==> src/rtl/uart_pkg.sv <==
// Shared UART types: the received-frame record used by the receiver, the RX FIFO and the
// host register block.
package uart_pkg;

  localparam int unsigned UART_DATA_W = 8;

  typedef struct packed {
    logic                   stop_err;
    logic                   parity_err;
    logic [UART_DATA_W-1:0] data;
  } rx_entry_t;

  localparam int unsigned RX_ENTRY_W = $bits(rx_entry_t);

  function automatic rx_entry_t make_entry(input logic [UART_DATA_W-1:0] data,
                                           input logic parity_err, input logic stop_err);
    rx_entry_t e;
    e.data       = data;
    e.parity_err = parity_err;
    e.stop_err   = stop_err;
    return e;
  endfunction

endpackage

==> src/rtl/uart_rx_fifo_if.sv <==
// Receiver-side and host-side signals of the UART RX FIFO. The master modport is the
// environment (receiver plus host); the slave modport is the FIFO itself.
interface uart_rx_fifo_if #(
  parameter int unsigned DEPTH = 16
);
  import uart_pkg::*;

  localparam int unsigned ADDR_W = $clog2(DEPTH);

  logic [UART_DATA_W-1:0] RX_Data;
  logic                   Valid_rx;
  logic                   Parity_error;
  logic                   Stop_error;
  logic                   rd_en;
  logic                   ovf_clr;

  logic [UART_DATA_W-1:0] rd_data;
  logic                   rd_parity_err;
  logic                   rd_stop_err;
  logic                   empty;
  logic                   full;
  logic [ADDR_W:0]        count;
  logic                   overflow;

  modport master (
    output RX_Data, Valid_rx, Parity_error, Stop_error, rd_en, ovf_clr,
    input  rd_data, rd_parity_err, rd_stop_err, empty, full, count, overflow
  );

  modport slave (
    input  RX_Data, Valid_rx, Parity_error, Stop_error, rd_en, ovf_clr,
    output rd_data, rd_parity_err, rd_stop_err, empty, full, count, overflow
  );

endinterface

==> src/rtl/uart_fifo_mem.sv <==
// DEPTH x rx_entry_t register array: synchronous write port, asynchronous read port.
// Contents are deliberately not reset; the FIFO masks stale data while empty.
module uart_fifo_mem
  import uart_pkg::*;
#(
  parameter int unsigned DEPTH = 16
) (
  input  logic                     clk,
  input  logic                     we,
  input  logic [$clog2(DEPTH)-1:0] waddr,
  input  rx_entry_t                wdata,
  input  logic [$clog2(DEPTH)-1:0] raddr,
  output rx_entry_t                rdata
);

  rx_entry_t mem_q [DEPTH];

  always_ff @(posedge clk) begin
    if (we) begin
      mem_q[waddr] <= wdata;
    end
  end

  assign rdata = mem_q[raddr];

endmodule

==> src/rtl/uart_rx_fifo.sv <==
// UART receive FIFO: one write per rising edge of Valid_rx, first-word-fall-through reads,
// sticky overflow. Define UART_RX_FIFO_DROP_ERR_EN to discard frames carrying a stop error.
module uart_rx_fifo
  import uart_pkg::*;
#(
  parameter int unsigned DEPTH = 16
) (
  input logic           clk,
  input logic           reset,
  uart_rx_fifo_if.slave bus
);

  localparam int unsigned ADDR_W = $clog2(DEPTH);

  if (DEPTH < 2 || (DEPTH & (DEPTH - 1)) != 0) begin : g_depth_check
    $error("uart_rx_fifo: DEPTH must be a power of two and at least 2");
  end

  logic              valid_q;
  logic [ADDR_W-1:0] wr_ptr_q, wr_ptr_d;
  logic [ADDR_W-1:0] rd_ptr_q, rd_ptr_d;
  logic [ADDR_W:0]   count_q, count_d;
  logic              overflow_q, overflow_d;

  logic              wr_stb;
  logic              frame_keep;
  logic              wr_accept;
  logic              rd_accept;
  logic              drop;
  logic              empty;
  logic              full;
  rx_entry_t         wr_entry;
  rx_entry_t         head;

  assign empty = (count_q == '0);
  assign full  = (count_q == (ADDR_W+1)'(DEPTH));

  assign wr_stb = bus.Valid_rx & ~valid_q;

`ifdef UART_RX_FIFO_DROP_ERR_EN
  assign frame_keep = ~bus.Stop_error;
`else
  assign frame_keep = 1'b1;
`endif

  // A pop while full frees the slot the simultaneous write lands in.
  assign rd_accept = bus.rd_en & ~empty;
  assign wr_accept = wr_stb & frame_keep & (~full | rd_accept);
  assign drop      = wr_stb & frame_keep & full & ~rd_accept;

  assign wr_entry = make_entry(bus.RX_Data, bus.Parity_error, bus.Stop_error);

  always_comb begin
    wr_ptr_d   = wr_ptr_q;
    rd_ptr_d   = rd_ptr_q;
    count_d    = count_q;
    overflow_d = overflow_q;

    if (wr_accept) begin
      wr_ptr_d = wr_ptr_q + 1'b1;
    end
    if (rd_accept) begin
      rd_ptr_d = rd_ptr_q + 1'b1;
    end

    unique case ({wr_accept, rd_accept})
      2'b10:   count_d = count_q + 1'b1;
      2'b01:   count_d = count_q - 1'b1;
      default: count_d = count_q;
    endcase

    if (drop) begin
      overflow_d = 1'b1;
    end else if (bus.ovf_clr) begin
      overflow_d = 1'b0;
    end
  end

  always_ff @(posedge clk) begin
    if (reset) begin
      valid_q    <= 1'b0;
      wr_ptr_q   <= '0;
      rd_ptr_q   <= '0;
      count_q    <= '0;
      overflow_q <= 1'b0;
    end else begin
      valid_q    <= bus.Valid_rx;
      wr_ptr_q   <= wr_ptr_d;
      rd_ptr_q   <= rd_ptr_d;
      count_q    <= count_d;
      overflow_q <= overflow_d;
    end
  end

  uart_fifo_mem #(
    .DEPTH (DEPTH)
  ) u_mem (
    .clk   (clk),
    .we    (wr_accept & ~reset),
    .waddr (wr_ptr_q),
    .wdata (wr_entry),
    .raddr (rd_ptr_q),
    .rdata (head)
  );

  // Read outputs are masked while empty so stale memory never leaks out.
  assign bus.rd_data       = empty ? '0 : head.data;
  assign bus.rd_parity_err = empty ? 1'b0 : head.parity_err;
`ifdef UART_RX_FIFO_DROP_ERR_EN
  assign bus.rd_stop_err   = 1'b0;
`else
  assign bus.rd_stop_err   = empty ? 1'b0 : head.stop_err;
`endif
  assign bus.empty         = empty;
  assign bus.full          = full;
  assign bus.count         = count_q;
  assign bus.overflow      = overflow_q;

endmodule

==> src/flat_wrapper.sv <==
// flat-port wrapper written by rule: the top's interface ports become plain ports
module uart_rx_fifo_flat import uart_pkg::*;
#(
  parameter int unsigned DEPTH = 16
)
  (clk, reset, bus_RX_Data, bus_Valid_rx, bus_Parity_error, bus_Stop_error, bus_rd_en, bus_ovf_clr, bus_rd_data, bus_rd_parity_err, bus_rd_stop_err, bus_empty, bus_full, bus_count, bus_overflow);
  uart_rx_fifo_if #(.DEPTH(DEPTH)) bus_i ();
  input logic clk;
  input logic reset;
  input wire logic [$bits(bus_i.RX_Data)-1:0] bus_RX_Data;
  input wire logic [$bits(bus_i.Valid_rx)-1:0] bus_Valid_rx;
  input wire logic [$bits(bus_i.Parity_error)-1:0] bus_Parity_error;
  input wire logic [$bits(bus_i.Stop_error)-1:0] bus_Stop_error;
  input wire logic [$bits(bus_i.rd_en)-1:0] bus_rd_en;
  input wire logic [$bits(bus_i.ovf_clr)-1:0] bus_ovf_clr;
  output wire logic [$bits(bus_i.rd_data)-1:0] bus_rd_data;
  output wire logic [$bits(bus_i.rd_parity_err)-1:0] bus_rd_parity_err;
  output wire logic [$bits(bus_i.rd_stop_err)-1:0] bus_rd_stop_err;
  output wire logic [$bits(bus_i.empty)-1:0] bus_empty;
  output wire logic [$bits(bus_i.full)-1:0] bus_full;
  output wire logic [$bits(bus_i.count)-1:0] bus_count;
  output wire logic [$bits(bus_i.overflow)-1:0] bus_overflow;
  assign bus_i.RX_Data = bus_RX_Data;
  assign bus_i.Valid_rx = bus_Valid_rx;
  assign bus_i.Parity_error = bus_Parity_error;
  assign bus_i.Stop_error = bus_Stop_error;
  assign bus_i.rd_en = bus_rd_en;
  assign bus_i.ovf_clr = bus_ovf_clr;
  assign bus_rd_data = bus_i.rd_data;
  assign bus_rd_parity_err = bus_i.rd_parity_err;
  assign bus_rd_stop_err = bus_i.rd_stop_err;
  assign bus_empty = bus_i.empty;
  assign bus_full = bus_i.full;
  assign bus_count = bus_i.count;
  assign bus_overflow = bus_i.overflow;
  uart_rx_fifo #(.DEPTH(DEPTH)) u_core (.clk(clk), .reset(reset), .bus(bus_i));
endmodule
==> config.mk <==
export PLATFORM = sky130hd
export DESIGN_NAME = uart_rx_fifo_flat
export DESIGN_NICKNAME = d
export VERILOG_FILES = /design/src/rtl/uart_pkg.sv /design/src/rtl/uart_rx_fifo_if.sv /design/src/rtl/uart_fifo_mem.sv /design/src/rtl/uart_rx_fifo.sv /design/src/flat_wrapper.sv
export SDC_FILE = /design/constraint.sdc
export NUM_CORES = 1
export LEC_CHECK = 0
export CORE_MARGIN = 2
export CORE_UTILIZATION = 46
export DETAILED_ROUTE_END_ITERATION = 12
export GPL_ROUTABILITY_DRIVEN = 1
export HOLD_SLACK_MARGIN = 0.05
export PLACE_DENSITY = 0.73
export REMOVE_ABC_BUFFERS = 1
export SLEW_MARGIN = 0
export SYNTH_ARGS = -nofsm -noshare
export SYNTH_HDL_FRONTEND = slang
export SYNTH_SLANG_ARGS = --single-unit
==> constraint.sdc <==
create_clock -name clk -period 4.1 [get_ports clk]
set_input_delay 0.615 -clock clk [delete_from_list [all_inputs] [get_ports clk]]
set_output_delay 0.615 -clock clk [all_outputs]
set_load 0.02 [all_outputs]
== Word level (Yosys, flattened, before mapping) ==
Memories as Yosys holds them, arrays and structs flattened. A register that Yosys moved wholly into a read port is not among the register bits.
Index checks and enable logic that the tools add are counted.
Widths: inputs -> output; s select.

* Bitwise logic cells: 12
* Equality and inequality tests: 3
* Reductions and logical operators: 3
* Mux-type cells: 10
* $add $sub $neg: 4

{| class="wikitable"
|+ Operators with widths
! kind !! number
|-
| $pmux 5 s2 || 1
|-
| $add 4x1->4 const B || 2
|-
| $mux 4 || 2
|-
| $mux 8 || 1
|-
| $and 1x1->1 || 6
|-
| $mux 1 || 6
|-
| $add 5x1->5 const B || 1
|-
| $eq 5x5->1 const B || 1
|-
| $logic_not 5->1 || 1
|-
| $not 1->1 || 5
|-
| $sub 5x1->5 const B || 1
|-
| $reduce_bool 2->1 || 2
|-
| $eq 2x1->1 const B || 1
|-
| $eq 2x2->1 const B || 1
|-
| $or 1x1->1 || 1
|}

* Input bits: 15
* Register bits: 15
* Logic and storage cells: 38
* Memories kept: 1
* RAM bits: 160

{| class="wikitable"
|+ Memories
! name !! words !! width !! rd ports !! clocked after memory_dff !! wr ports !! RTL line !! RTL
|-
| u_core.u_mem.mem_q || 16 || 10 || 1 || 1 || 1 || uart_fifo_mem.sv:16 || <nowiki>rx_entry_t mem_q [DEPTH];</nowiki>
|}

== Depth between registers and ports, before layout ==
Gate-level depths: netlist of run 1.

* Word-level depth: 8
* Mapped depth: 10
* Gate-level depth less buffers: 9

== Hierarchy ==
From an unflattened synthesis of run 1, not the netlist that was laid out.

* Cell total of the unflattened synthesis: 374
* Area, all modules: 7066.8 µm²

{| class="wikitable"
|+ Modules (own cells, without submodules)
! module !! times used !! cells an instance !! seq. area each (µm²) !! area each (µm²)
|-
| uart_fifo_mem || 1 || 269 || 4804.6 || 6153.4
|-
| uart_rx_fifo || 1 || 105 || 300.3 || 913.4
|}

== Least setup slack after synthesis of run 1 ==
Ideal clock, no wire load.

* Kind: reg-to-reg
* From: reg u_core.count_q[2], in the netlist u_core.bus.count[2]
* To: mem u_core.u_mem.mem_q[0][0] (netlist name), enable pin
* Setup slack: 1547 ps
* Data required time: 3710 ps
* Stages on the path, launching flop included: 7
* Data arrival time: 2164 ps
* Library setup time: 390 ps
* Cells stage by stage: dfxtp_1 -> buf_2 -> nor4_4 -> a31oi_1 -> and2b_1 -> nand2_1 -> nor3_1

* Cells in the longest elaborated chain, start to end: 8
* Elaborated cells on any way between the ends: 10
* Classes of those cells: 1 x eq/ne; 2 x mux; 6 x bitwise; 1 x reduce/logical

{| class="wikitable"
|+ Ends and longest elaborated chain
! element !! RTL line !! RTL
|-
| from (decl) || uart_rx_fifo.sv:22 || <nowiki>logic [ADDR_W:0] count_q, count_d;</nowiki>
|-
| from (signal assigned) || uart_rx_fifo.sv:90 || <nowiki>count_q <= count_d;</nowiki>
|-
| $logic_not 5->1 || uart_rx_fifo.sv:35 || <nowiki>assign empty = (count_q == '0);</nowiki>
|-
| $not 1->1 || uart_rx_fifo.sv:47 || <nowiki>assign rd_accept = bus.rd_en & ~empty;</nowiki>
|-
| $and 1x1->1 || uart_rx_fifo.sv:47 ||
|-
| $or 1x1->1 (*) || uart_rx_fifo.sv:48 || <nowiki>assign wr_accept = wr_stb & frame_keep & (~full | rd_accept);</nowiki>
|-
| $and 1x1->1 (*) || uart_rx_fifo.sv:48 ||
|-
| $and 1x1->1 (*) || uart_rx_fifo.sv:99 || <nowiki>.we (wr_accept & ~reset),</nowiki>
|-
| $mux 1 (*) || uart_fifo_mem.sv:19 || <nowiki>if (we) begin</nowiki>
|-
| $mux 1 (not written as such) (*) || uart_fifo_mem.sv:20 || <nowiki>mem_q[waddr] <= wdata;</nowiki>
|-
| to (decl) || uart_fifo_mem.sv:16 ||
|}

Mark *: on every way between the ends. The rest lies on a longest branch, timed or not.

==> results of run 1 <==
[through the flow]
stage	hold slack [ns]	total power, mW
final	0.511	4.40
after global routing	0.555	4.58
after CTS	0.518	4.44
after detailed placement	0.499	3.08
after global placement	0.487	3.06
after floorplan	0.485	2.72
[how the worst min path moves through the flow]
stage,start,endpoint,slack [ns]
after floorplan,u_core.rd_ptr_q[3]$_SDFFE_PP0N_,flop,0.48
after global placement,u_core.bus.overflow$_SDFFE_PP0P_,u_core.bus.overflow$_SDFFE_PP0P_,0.49
after detailed placement,u_core.bus.overflow$_SDFFE_PP0P_,u_core.bus.overflow$_SDFFE_PP0P_,0.50
after CTS,u_core.bus.overflow$_SDFFE_PP0P_,u_core.bus.overflow$_SDFFE_PP0P_,0.52
after global routing,u_core.bus.overflow$_SDFFE_PP0P_,u_core.bus.overflow$_SDFFE_PP0P_,0.55
final,u_core.bus.overflow$_SDFFE_PP0P_,u_core.bus.overflow$_SDFFE_PP0P_,0.51
[area by class of cell]
| type | instances | area, um^2 | share of cell area |
|---|---|---|---|
| Multi-Input combinational cell | 169 | 1800 | 0.220 |
| Timing Repair Buffer | 50 | 468 | 0.0570 |
| Clock buffer | 22 | 444 | 0.0541 |
| Clock inverter | 8 | 40.0 | 0.00488 |
| Sequential cell | 179 | 5190 | 0.632 |
| Inverter | 7 | 26.3 | 0.00320 |
| Tap cell | 188 | 235 | 0.0287 |
[routing by layer]
| layer | share of wire | vias to the layer above |
|---|---|---|
| li1 | - | 1593 |
| met1 | 0.43 | 1842 |
| met2 | 0.49 | 116 |
| met3 | 0.063 | 15 |
| met4 | 0.012 | 0 |
| met5 | 0 | - |
[logic make-up (layout without fill, tap and decap cells)]
family	Yosys count	in the layout
and+or+nand+nor	68	68
buffers and inverters	25	87
DFF	179	179
xor gates and xnor gates	7	7
muxes	65	65
adders and majority gates	6	6
AOI/OAI and AO/OA	23	23
[flip-flops by register name, summed over array words and instances, names as in the netlist, named ones only]
| name | cells |
|---|---|
| u_core.u_mem.mem_q | 160 |
| u_core.bus.count | 5 |
| u_core.rd_ptr_q | 4 |
| u_core.wr_ptr_q | 4 |
| u_core.bus.overflow | 1 |
| u_core.valid_q | 1 |
[placed cells by master (no fill, tap or decap), types with 2 or more instances in the layout]
cell type,instances
edfxtp_1,160
mux4_2,40
clkdlybuf4s50_1,32
nor2_1,28
mux2i_1,24
dfxtp_1,17
clkbuf_16,17
buf_4,17
nand2_1,14
o22ai_1,10
inv_1,7
ha_1,6
xor2_1,5
clkbuf_1,5
clkinv_1,5
nand2b_1,4
nor3_2,4
nand3_1,4
a21oi_1,4
nand4_1,4
nor2b_1,3
xnor2_1,2
nor3_1,2
a32oi_1,2
dfxtp_2,2
[critical path: stages (launching register included)]
cell	delay, ns
dfxtp_2	0.51
buf_12	0.33
mux4_2	0.57
mux2i_1	0.26
o22ai_1	0.18
clkdlybuf4s50_1	0.58
[power by group through the flow]
stage / combinational [mW] / clock [mW] / sequential, mW
after floorplan: 0.544 / 0 / 2.18
after global placement: 0.944 / 0 / 2.12
after detailed placement: 0.962 / 0 / 2.12
after CTS: 0.968 / 1.39 / 2.08
after global routing: 1.03 / 1.45 / 2.09
final: 0.957 / 1.36 / 2.09
==> results.py, run 1 <==
metrics = {
    "sta": {
        "drv_slew": 0,
        "period_share": 0.846,
        "setup_violations": 0,
        "finalCriticalPeriod_ns": 3.47,
        "setup_tns_ns": 0,
        "slew_headroom": 0.314,
        "report.final.hold_viol_count": 0,
        "clock.fmax_mhz": 288,
        "rsz0062_at_grt": "no",
        "finClkSkew_ns": 0.00477,
        "fin_ws_ns": 0.632,
        "tightestPinTransition_ns": 1.02,
    },
    "setup_path": {
        "cp-end-kind": "output port",
        "r2r_cells": 5,
        "reg2reg_from": "u_core.bus.count[1]$_SDFFE_PP0P_",
        "required_ns": 3.48,
        "r2r_end": "u_core.u_mem.mem_q[3][6]$_DFFE_PP_",
        "path_class": "flop to output port",
        "critPathMaxFanout": 34,
        "worst_ep_arrival_time_ns": 2.85,
        "critPathLaunchType": "flop",
        "reg2reg_slack_ns": 1.42,
        "endpoint": "bus_rd_data[7]",
    },
    "die": {
        "rows": 45,
        "dieArea_um2": 16400,
        "die_y_um": 128,
        "floorplan.initialDensity": 0.469,
        "fp.dieW_um": 128,
        "placeableCoreArea_um2": 15100,
        "io_pins": 33,
    },
    "global_routing": {
        "grt.total_usage": 0.184,
        "antenna_found_initial": 0,
        "met2_usage": 0.288,
        "gr-usage-met1": 0.252,
        "grt_pass1_vias": 3656,
        "grtUsageMet3": 0.0538,
        "grt_overflow_total": 0,
        "busiest_layer": "met2",
        "grt_pass1_wl_mm": 21.6,
        "grt_max_degree": 41,
    },
    "synthesis": {
        "synth_simple_gate_area_share": 0.0458,
        "synth_top_area_frac": 0.679,
        "syn_area_um2": 7070,
        "synth_top_family_by_area": "multiplexers",
        "synth.top_cells.by_count": "edfxtp_1, mux4_2, nor2_1, mux2i_1, dfxtp_1",
        "yosys_warnings": 0,
        "synth_seq_area_share": 0.733,
        "synthTopCellsByArea": "edfxtp_1, mux4_2, dfxtp_1",
        "synth_cell_types": 35,
        "yosysMostFrequentCell": "edfxtp_1",
        "yosys.area_share.adder": 0.0106,
        "synth_edf_count": 160,
        "synth_xor_xnor_area_share": 0.00867,
        "synth_compound_area_frac": 0.0233,
        "synth_ff_type": "edfxtp_1",
        "avgSynthCellArea_um2": 19.0,
        "yosys.area.top_type": "edfxtp_1",
        "synth_cells": 373,
        "synth_mux_area_frac": 0.163,
        "ys_seq_elements": 179,
        "async_flop_share": 0,
    },
    "finish": {
        "fillers": 1171,
        "final_core_util": 0.544,
        "fin_area_um2": 8200,
        "instances_no_fill": 623,
        "antennaDiodeCount": 0,
        "area_growth_pct": 16.0,
        "final_layout_size_suffix_gt1_frac": 0.205,
        "fin_nets": 445,
    },
    "cts": {
        "clockBufferDepth": 2,
        "insertion_delay_ns": 0.42,
        "post_cts.repair.setup_buffers": 0,
        "numCtsBuffers": 17,
        "cts-htree-levels": 4,
        "clkTransAtPathRegs_ns": 0.06,
        "cts_tree": "yes",
        "cts_resized": 0,
        "ctsRootBufferMaster": "clkbuf_16",
        "cts.sinks": 179,
        "holdBufCountCts": 0,
    },
    "pwr": {
        "p_per_area_nw_per_um2": 537,
        "p_comb_frac": 0.217,
        "p_switching_mw": 1.17,
        "netSwitchingFraction": 0.267,
        "intPower_mw": 3.23,
        "irDropWorstVdd_uv": 357,
        "p_leak_nw": 2.57,
        "p_seq_frac": 0.474,
        "clockPowerShare": 0.309,
    },
    "placed_design": {
        "gp_congestion": 0.826,
        "portBuffers": 32,
        "post-place-ws_ns": 0.904,
        "placed_cells": 593,
        "post-dp-hpwl_mm": 8.91,
        "dpl_cell_area_um2": 7720,
    },
    "run_status": {
        "outcome": "finished clean",
    },
    "hold_path": {
        "hold_class": "flop to flop",
        "whs_path_depth": 2,
    },
    "detailed_routing": {
        "drc": 0,
        "vias": 3566,
        "drt_iter0_drc": 400,
        "wl_mm": 14.1,
        "first_pass_iters": 4,
        "drtAntennaViolNets": 0,
        "avgRoutedWirePerCell_um": 22.6,
        "vias_per_cell": 5.72,
    },
    "job": {
        "maxCapViolCount": 0,
    },
}
No activity file was read; power rests on OpenSTA's default activity.
==> run 2, diff against run 1 <==
- clock period: 4.1 -> 3.51 ns (I/O delays scaled with it)
==> run 2 against run 1 <==
Effect of this change:
- clock-buffer cell count down 3
- global-route usage decreased by 0.19 points
- final cell count rose by 1.3%
- utilization increased by 1.0 points
- total power is 22% higher
- hold slack lost 0.016 ns
- combinational power is 18% higher
- first-iteration DRC count grew 28%
- critical endpoint is now bus_rd_data[0]
- largest cell class unchanged
- highest routed layer unchanged
==> results.py, run 2 (synthesis gave the netlist of run 1 again) <==
metrics = {
    "setup_path": {
        "reg2reg_from": "u_core.bus.count[1]$_SDFFE_PP0P_",
        "cp-end-kind": "output port",
        "worst_ep_arrival_time_ns": 2.66,
        "crit_chain": "nor4_4 > nand2_2 > nand2b_1 > o22ai_1 > clkdlybuf4s50_1",
        "r2r_end": "u_core.u_mem.mem_q[14][8]$_DFFE_PP_",
        "critPathLaunchType": "flop",
        "path_buf_inv": 1,
        "path_class": "flop to output port",
        "cp-startpoint": "u_core.bus.count[3]$_SDFFE_PP0P_",
        "crit_slowest_cell": "clkdlybuf4s50_1",
        "r2r_cells": 7,
        "required_ns": 2.98,
        "path_depth": 5,
        "critical_path.top_delay_family": "simple AND/OR/NAND/NOR gates",
        "max_stage_delay_ns": 0.58,
        "critPathMaxFanout": 10,
        "reg2reg_slack_ns": 1.26,
        "endpoint": "bus_rd_data[0]",
    },
    "placed_design": {
        "placed_cells": 599,
        "portBuffers": 32,
        "dpl_cell_area_um2": 7790,
        "post-dp-hpwl_mm": 8.85,
        "post-place-ws_ns": 0.699,
        "gp_congestion": 0.779,
    },
    "finish": {
        "fin_area_um2": 8360,
        "top_register": "u_core.u_mem.mem_q",
        "fillers": 1132,
        "antennaDiodeCount": 0,
        "instances_no_fill": 631,
        "layout_commonest_cell": "edfxtp_1",
        "fin_nets": 451,
        "final_layout_size_suffix_gt1_frac": 0.235,
        "largest_reg_flops": 160,
        "area_growth_pct": 18.1,
        "layout_common_cells": "edfxtp_1, mux4_2, clkdlybuf4s50_1, nor2_1, mux2i_1",
    },
    "cts": {
        "cts_tree": "yes",
        "holdBufCountCts": 0,
        "cts.sinks": 179,
        "cts_resized": 0,
        "numCtsBuffers": 17,
        "cts-htree-levels": 4,
        "clkTransAtPathRegs_ns": 0.06,
        "ctsRootBufferMaster": "clkbuf_16",
        "clockBufferDepth": 2,
        "insertion_delay_ns": 0.42,
        "post_cts.repair.setup_buffers": 0,
    },
    "global_routing": {
        "grt_pass1_wl_mm": 21.3,
        "grt_max_degree": 29,
        "antenna_found_initial": 0,
        "grt_pass1_vias": 3708,
        "grt.total_usage": 0.182,
        "grt_overflow_total": 0,
    },
    "die": {
        "io_pins": 33,
        "die_y_um": 128,
        "floorplan.initialDensity": 0.469,
        "rows": 45,
        "fp.dieW_um": 128,
        "placeableCoreArea_um2": 15100,
        "dieArea_um2": 16400,
    },
    "sta": {
        "clock.fmax_mhz": 314,
        "tightestPinTransition_ns": 0.539,
        "setup_tns_ns": 0,
        "setup_violations": 0,
        "rsz0062_at_grt": "no",
        "report.final.hold_viol_count": 0,
        "period_share": 0.907,
        "drv_slew": 0,
        "slew_headroom": 0.639,
        "fin_ws_ns": 0.326,
        "finalCriticalPeriod_ns": 3.18,
        "finClkSkew_ns": 0.00897,
    },
    "detailed_routing": {
        "topRoutingLayerUsed": "met4",
        "first_pass_iters": 5,
        "met3_length_um": 805,
        "vias": 3628,
        "drt_iter0_drc": 510,
        "vias_per_cell": 5.75,
        "met2_length_mm": 6.81,
        "drtAntennaViolNets": 0,
        "avgRoutedWirePerCell_um": 22.1,
        "drc": 0,
        "wl_met1_mm": 6.07,
        "wl_mm": 14.0,
    },
    "pwr": {
        "clockPowerShare": 0.336,
        "p_per_area_nw_per_um2": 644,
        "p_seq_frac": 0.454,
        "p_leak_nw": 2.66,
        "irDropWorstVdd_uv": 517,
        "p_switching_mw": 1.43,
        "netSwitchingFraction": 0.265,
        "intPower_mw": 3.95,
        "p_comb_frac": 0.211,
    },
    "job": {
        "maxCapViolCount": 0,
    },
    "hold_path": {
        "hold_class": "flop to flop",
    },
    "run_status": {
        "outcome": "finished clean",
    },
}
-- run 2: worst min-delay path, cell delays in order (launching register included) --
cell,delay [ns]
dfxtp_1,0.33
a32oi_1,0.06
nor2_1,0.07
-- run 2: cell type report --
type                            instances  area, um^2  area share
Sequential cell                       179        5190       0.621
Inverter                                7        26.3     0.00314
Clock buffer                           19         433      0.0518
Multi-Input combinational cell        169        1800       0.216
Timing Repair Buffer                   56         538      0.0644
Clock inverter                         13         134      0.0160
Tap cell                              188         235      0.0282
-- run 2: worst min path at each step --
stage,startpoint,endpoint,slack [ns],cells past startpoint
2_1_floorplan,u_core.rd_ptr_q[3]$_SDFFE_PP0N_,flop,0.48,2
3_3_place_gp,u_core.bus.overflow$_SDFFE_PP0P_,u_core.bus.overflow$_SDFFE_PP0P_,0.49,2
3_5_place_dp,u_core.bus.overflow$_SDFFE_PP0P_,u_core.bus.overflow$_SDFFE_PP0P_,0.49,2
4_1_cts,u_core.bus.overflow$_SDFFE_PP0P_,u_core.bus.overflow$_SDFFE_PP0P_,0.51,2
5_1_grt,u_core.bus.overflow$_SDFFE_PP0P_,u_core.bus.overflow$_SDFFE_PP0P_,0.55,2
6_report,u_core.bus.overflow$_SDFFE_PP0P_,u_core.bus.overflow$_SDFFE_PP0P_,0.50,2
-- run 2: power by group through the flow --
| stage | logic [mW] | registers [mW] | clock network, mW |
|---|---|---|---|
| final | 1.13 | 2.44 | 1.81 |
| after global routing | 1.22 | 2.45 | 1.91 |
| after global placement | 1.11 | 2.48 | 0 |
| after floorplan | 0.636 | 2.55 | 0 |
| after CTS | 1.14 | 2.44 | 1.83 |
| after detailed placement | 1.14 | 2.48 | 0 |
-- run 2: layer usage --
metal	GRT usage	vias to the layer above
met2	0.283	133
met1	0.247	1874
met4	0.0672	0
li1	-	1604
met5	0	-
met3	0.0538	17
-- run 2: metrics by stage --
stage	total power [mW]	utilization	hold slack, ns
6_report	5.38	0.554	0.496
5_1_grt	5.58	0.554	0.551
3_5_place_dp	3.62	0.516	0.488
4_1_cts	5.41	0.554	0.508
3_3_place_gp	3.59	0.516	0.487
2_1_floorplan	3.18	-	0.485
==> variant 1 (flow settings as in run 2) <==
Register the output `bus.rd_stop_err`, without a reset; this adds one clock of latency there.
--- a/src/rtl/uart_rx_fifo.sv
+++ b/src/rtl/uart_rx_fifo.sv
@@ -110,5 +110,7 @@
   assign bus.rd_stop_err   = 1'b0;
 `else
-  assign bus.rd_stop_err   = empty ? 1'b0 : head.stop_err;
+  always_ff @(posedge clk) begin
+    bus.rd_stop_err <= empty ? 1'b0 : head.stop_err;
+  end
 `endif
   assign bus.empty         = empty;
Behaviour: not the same (Yosys sat finds a counterexample within 4 cycles, from zero or initial values and one cycle with reset high).
==> variant 1 against run 2 <==
Design area rose by 0.73%. Die area grew 0.27%. Worst setup slack lost 110 ps. First-iteration DRC count is 39% lower. Fmax fell by 3.2%. Global-route usage increased by 0.23 points. Sequential cell count up 1. Synthesized area rose by 0.28%. Power up 2.6%. Count of clock-buffer cells in the layout is 2 lower. Routed wire length grew 0.79%. Critical path type unchanged. Largest cell class unchanged. Largest power group unchanged.
==> variant 1: results (changes against run 2) <==
pwr:
  powerClk_w: 0.00193  # was 0.00181 W
  powerComb_w: 0.00112
  p_leak_nw: 2.69  # was 2.66 nW
  ir_worst_vdd_mv: 0.572  # was 0.517 mV
  switching_share: 0.270  # was 0.265
global_routing:
  grtUsageMet2: 0.302  # was 0.283
  use_met3: 0.0518  # was 0.0538
  grt_max_degree: 21  # was 29
  grt_pass1_vias: 3868  # was 3708
  grt_pass1_wl_mm: 21.8  # was 21.3 mm
  grtUsageMet1: 0.233  # was 0.247
  antenna_found_initial: 0  # unchanged
  track_usage: 0.185  # was 0.182
critical_path:
  crit_fanout: 13  # was 10
  arrival_ps: 2760  # was 2660 ps
  slowest_stage: "clkdlybuf4s50_1"  # unchanged
  cp_slowest_stage_delay_ps: 570
  crit_family: "buffers and inverters"  # was simple AND/OR/NAND/NOR gates
logic_synthesis:
  async_reset_ff_frac: 0  # unchanged
  synth_ff_type: "edfxtp_1"  # unchanged
  synth_seq_area_share: 0.734  # was 0.733
  synth_common_cells: "edfxtp_1, mux4_2, nor2_1, mux2i_1, dfxtp_1"  # unchanged
  synth_area_leaders: "edfxtp_1, mux4_2, dfxtp_1"  # unchanged
  synth_warnings: 0  # unchanged
  synth_edf_count: 160  # unchanged
  ys_types: 35  # unchanged
hold_path:
  hp-class: "register to register"  # unchanged
placed_design:
  gp_congestion: 0.746  # was 0.779
  hpwl_mm: 9.09  # was 8.85 mm
  portBuffers: 32  # unchanged
clock_network:
  htreeDepth: 4  # unchanged
  cts_buffer_depth: 2  # unchanged
  clk_pin_slew_ps: 70
  cts_resized: 0  # unchanged
  clock_latency_ps: 430
  cts_buffers: 17  # unchanged
  root_buffer: "clkbuf_16"  # unchanged
route:
  routed.top_layer: "met4"  # unchanged
  dr.pass1.iters: 5  # unchanged
  wl_met1_mm: 5.82  # was 6.07 mm
  dr_wl_met3_um: 845  # was 805 um
  drt_iter0_markers: 311  # was 510
  vias: 3669  # was 3628
  wirelength_mm: 14.1  # was 14.0 mm
  wl_met2_mm: 7.13  # was 6.81 mm
timing:
  worstMarginPinSlew_ps: 610  # was 539 ps
  finalClockSkew_ps: 6.60  # was 8.97 ps
  final.setup.tns_ps: 0  # unchanged
cells_and_area:
  top_register: "u_core.u_mem.mem_q"  # unchanged
  largest_reg_flops: 160  # unchanged
  final_layout_size_suffix_gt1_frac: 0.248  # was 0.235
  final_net_count: 455  # was 451
outcome:
  status: "finished clean"  # unchanged
-- variant 1: cell types whose count changed after synthesis --
cell,run 2,this run
dfxtp_1,19,20
-- variant 1: path summary, 6_finish.rpt --
path / slack, ps / depth (start not counted) / endpoint / from
max: 220 / 5 / bus_rd_data[4] / register
min: 520 / 2 / u_core.bus.overflow / u_core.bus.overflow
max reg2reg: 960 / 6 / u_core.u_mem.mem_q[2][2] / u_core.bus.count[2]
min reg2reg: 520 / 2 / u_core.bus.overflow / u_core.bus.overflow
-- variant 1: tightest hold or removal path, cell delays in order (launching register included) --
cell,delay (ps)
dfxtp_1,340
a32oi_1,60
nor2_1,80
-- variant 1: metrics by stage --
step | power (W) | area (um^2) | worst slack [ps] | cells
3_5_place_dp | 0.00363 | 7810 | 530 | 603
3_3_place_gp | 0.00361 | 7810 | 552 | 603
4_1_cts | 0.00556 | 8410 | 22.4 | 635
2_1_floorplan | 0.00319 | 7010 | 246 | 356
5_1_grt | 0.00573 | 8420 | 69.4 | 635
6_report | 0.00552 | 8420 | 221 | 635
-- variant 1: kinds of logic (layout without fill, tap and decap cells) --
group,after synthesis,in the layout,synth area share
adders and majority gates,6,6,0.0106
AOI/OAI and AO/OA,23,23,0.0233
muxes,65,65,0.163
buffers and inverters,25,98,0.0152
and+or+nand+nor,68,68,0.0457
xor gates and xnor gates,7,7,0.00864
DFF,180,180,0.734
-- variant 1: layout make-up --
type / count / area [um^2]
repair buffers: 59 / 536
multi-input cells: 169 / 1810
well taps: 188 / 235
flip-flops and latches: 180 / 5210
inverters: 7 / 26.3
clock buffers: 17 / 425
fillers: 1134 / 6730
clock inverters: 15 / 180
==> variant 2 (flow settings as in run 2) <==
Made on the original files. The option `UART_RX_FIFO_DROP_ERR_EN` is turned on by a define.
--- a/src/rtl/uart_rx_fifo.sv
+++ b/src/rtl/uart_rx_fifo.sv
@@ -1,4 +1,6 @@
 // UART receive FIFO: one write per rising edge of Valid_rx, first-word-fall-through reads,
 // sticky overflow. Define UART_RX_FIFO_DROP_ERR_EN to discard frames carrying a stop error.
+`define UART_RX_FIFO_DROP_ERR_EN
+
 module uart_rx_fifo
   import uart_pkg::*;
Check against the original RTL: not equivalent (Yosys sat finds a counterexample within 4 cycles, from zero or initial values and one cycle with reset high).
==> variant 2 against run 2 <==
Worst setup slack worse by 180 ps. Sequential cell count down 16. Power down 5.8%. Global-route usage up 0.88 points. Combinational power about the same. Fmax down 5.3%. Worst hold slack better by 4.7 ps. Design area down 7.0%. Synthesized area down 6.5%. Count of clock-buffer cells in the layout down 1. First-iteration DRC count down 26%. Via count down 3.3%. Routed wire length down 5.7%.
==> variant 2: results (changes against run 2) <==
outcome:
  status: "finished clean"  # unchanged
logic_synthesis:
  syn-cell-area_mm2: 0.00661  # was 0.00707 mm^2
  synth_edf_count: 144  # was 160
  syn_avg_cell_area_um2: 18.1  # was 19.0 um^2
  synth_top_area_frac: 0.654  # was 0.679
  ys_types: 45  # was 35
  synthAdderAreaFrac: 0.0114  # was 0.0106
  synth_area_leaders: "edfxtp_1, mux4_2, dfxtp_1"  # unchanged
  synth_seq_area_share: 0.711  # was 0.733
  async_reset_ff_frac: 0  # unchanged
  synth_xor_area_frac: 0.00795  # was 0.00867
  synth.mux.area_fraction: 0.142  # was 0.163
  synth_common_cells: "edfxtp_1, mux4_2, nor2_1, a211oi_1, dfxtp_1"  # was edfxtp_1, mux4_2, nor2_1, mux2i_1, dfxtp_1
timing:
  finalClockSkew_ps: 7.03  # was 8.97 ps
cells_and_area:
  bufAreaShareNonClock: 0.0677  # was 0.0644
  clk_share: 0.0701  # was 0.0678
  num-fill-cells: 1050  # was 1132
  final_layout_size_suffix_gt1_frac: 0.234  # was 0.235
  multiInputCombCellCount: 174  # was 169
  nNonClkInverters: 4  # was 7
  nClkBuffers: 18  # was 19
  final_net_count: 439  # was 451
  largest_reg_flops: 144  # was 160
  seq_share: 0.606  # was 0.621
  seq_cell_count: 163  # was 179
  syn_to_final_growth_pct: 17.5  # was 18.1%
  num-nonclk-buffers: 58  # was 56
  multi_input_area_mm2: 0.00175  # was 0.00180 mm^2
placed_design:
  hpwl_mm: 8.34  # was 8.85 mm
  portBuffers: 31  # was 32
  dp_slack_ps: 573  # was 699 ps
  gp_congestion: 0.850  # was 0.779
  dp_cells: 579  # was 599
global_routing:
  track_usage: 0.191  # was 0.182
  grt_pass1_vias: 3630  # was 3708
  grt_max_degree: 30  # was 29
  grt_pass1_wl_mm: 20.6  # was 21.3 mm
route:
  drt_iter0_markers: 379  # was 510
  drc: 0  # unchanged
  dr.pass1.iters: 4  # was 5
  via_per_inst: 5.74  # was 5.75
  vias: 3509  # was 3628
  wirelength_mm: 13.2  # was 14.0 mm
pwr:
  switching_share: 0.280  # was 0.265
  p_leak_nw: 2.44  # was 2.66 nW
  ir_worst_vdd_mv: 0.494  # was 0.517 mV
  seqPwrFrac: 0.444  # was 0.454
  net-switching-power_w: 0.00142  # was 0.00143 W
critical_path:
  arrival_ps: 2830  # was 2660 ps
  r2r-end: "u_core.bus.count[2]"  # was u_core.u_mem.mem_q[14][8]
  cp_slowest_stage_delay_ps: 630  # was 580 ps
  r2r_slack_ps: 680  # was 1260 ps
## variant 2: cell count changes after synthesis, moves of 4 or more
cell | run 2 | this run
a211oi_1 | 0 | 19
mux4_2 | 40 | 36
o22ai_1 | 10 | 0
nand2_1 | 14 | 9
edfxtp_1 | 160 | 144
nor2b_1 | 3 | 13
mux2i_1 | 24 | 12
## variant 2: metal layers
metal	track usage	part of all wire
met2	0.305	0.50
met4	0.0779	0.023
met3	0.0449	0.067
met5	0	0
met1	0.255	0.41
## variant 2: how the worst max path moves through the flow
stage / startpoint / to / slack, ps / depth (start not counted)
floorplan: register / bus_rd_data[0] / 450 / 4
finish: u_core.bus.count[3] / bus_rd_data[1] / 150 / 5
CTS: register / bus_rd_data[4] / 90 / 5
global route: register / bus_rd_data[4] / 10 / 5
detailed placement: bus_Valid_rx / u_core.u_mem.mem_q[8][1] / 570 / 6
global placement: register / bus_rd_data[4] / 590 / 5
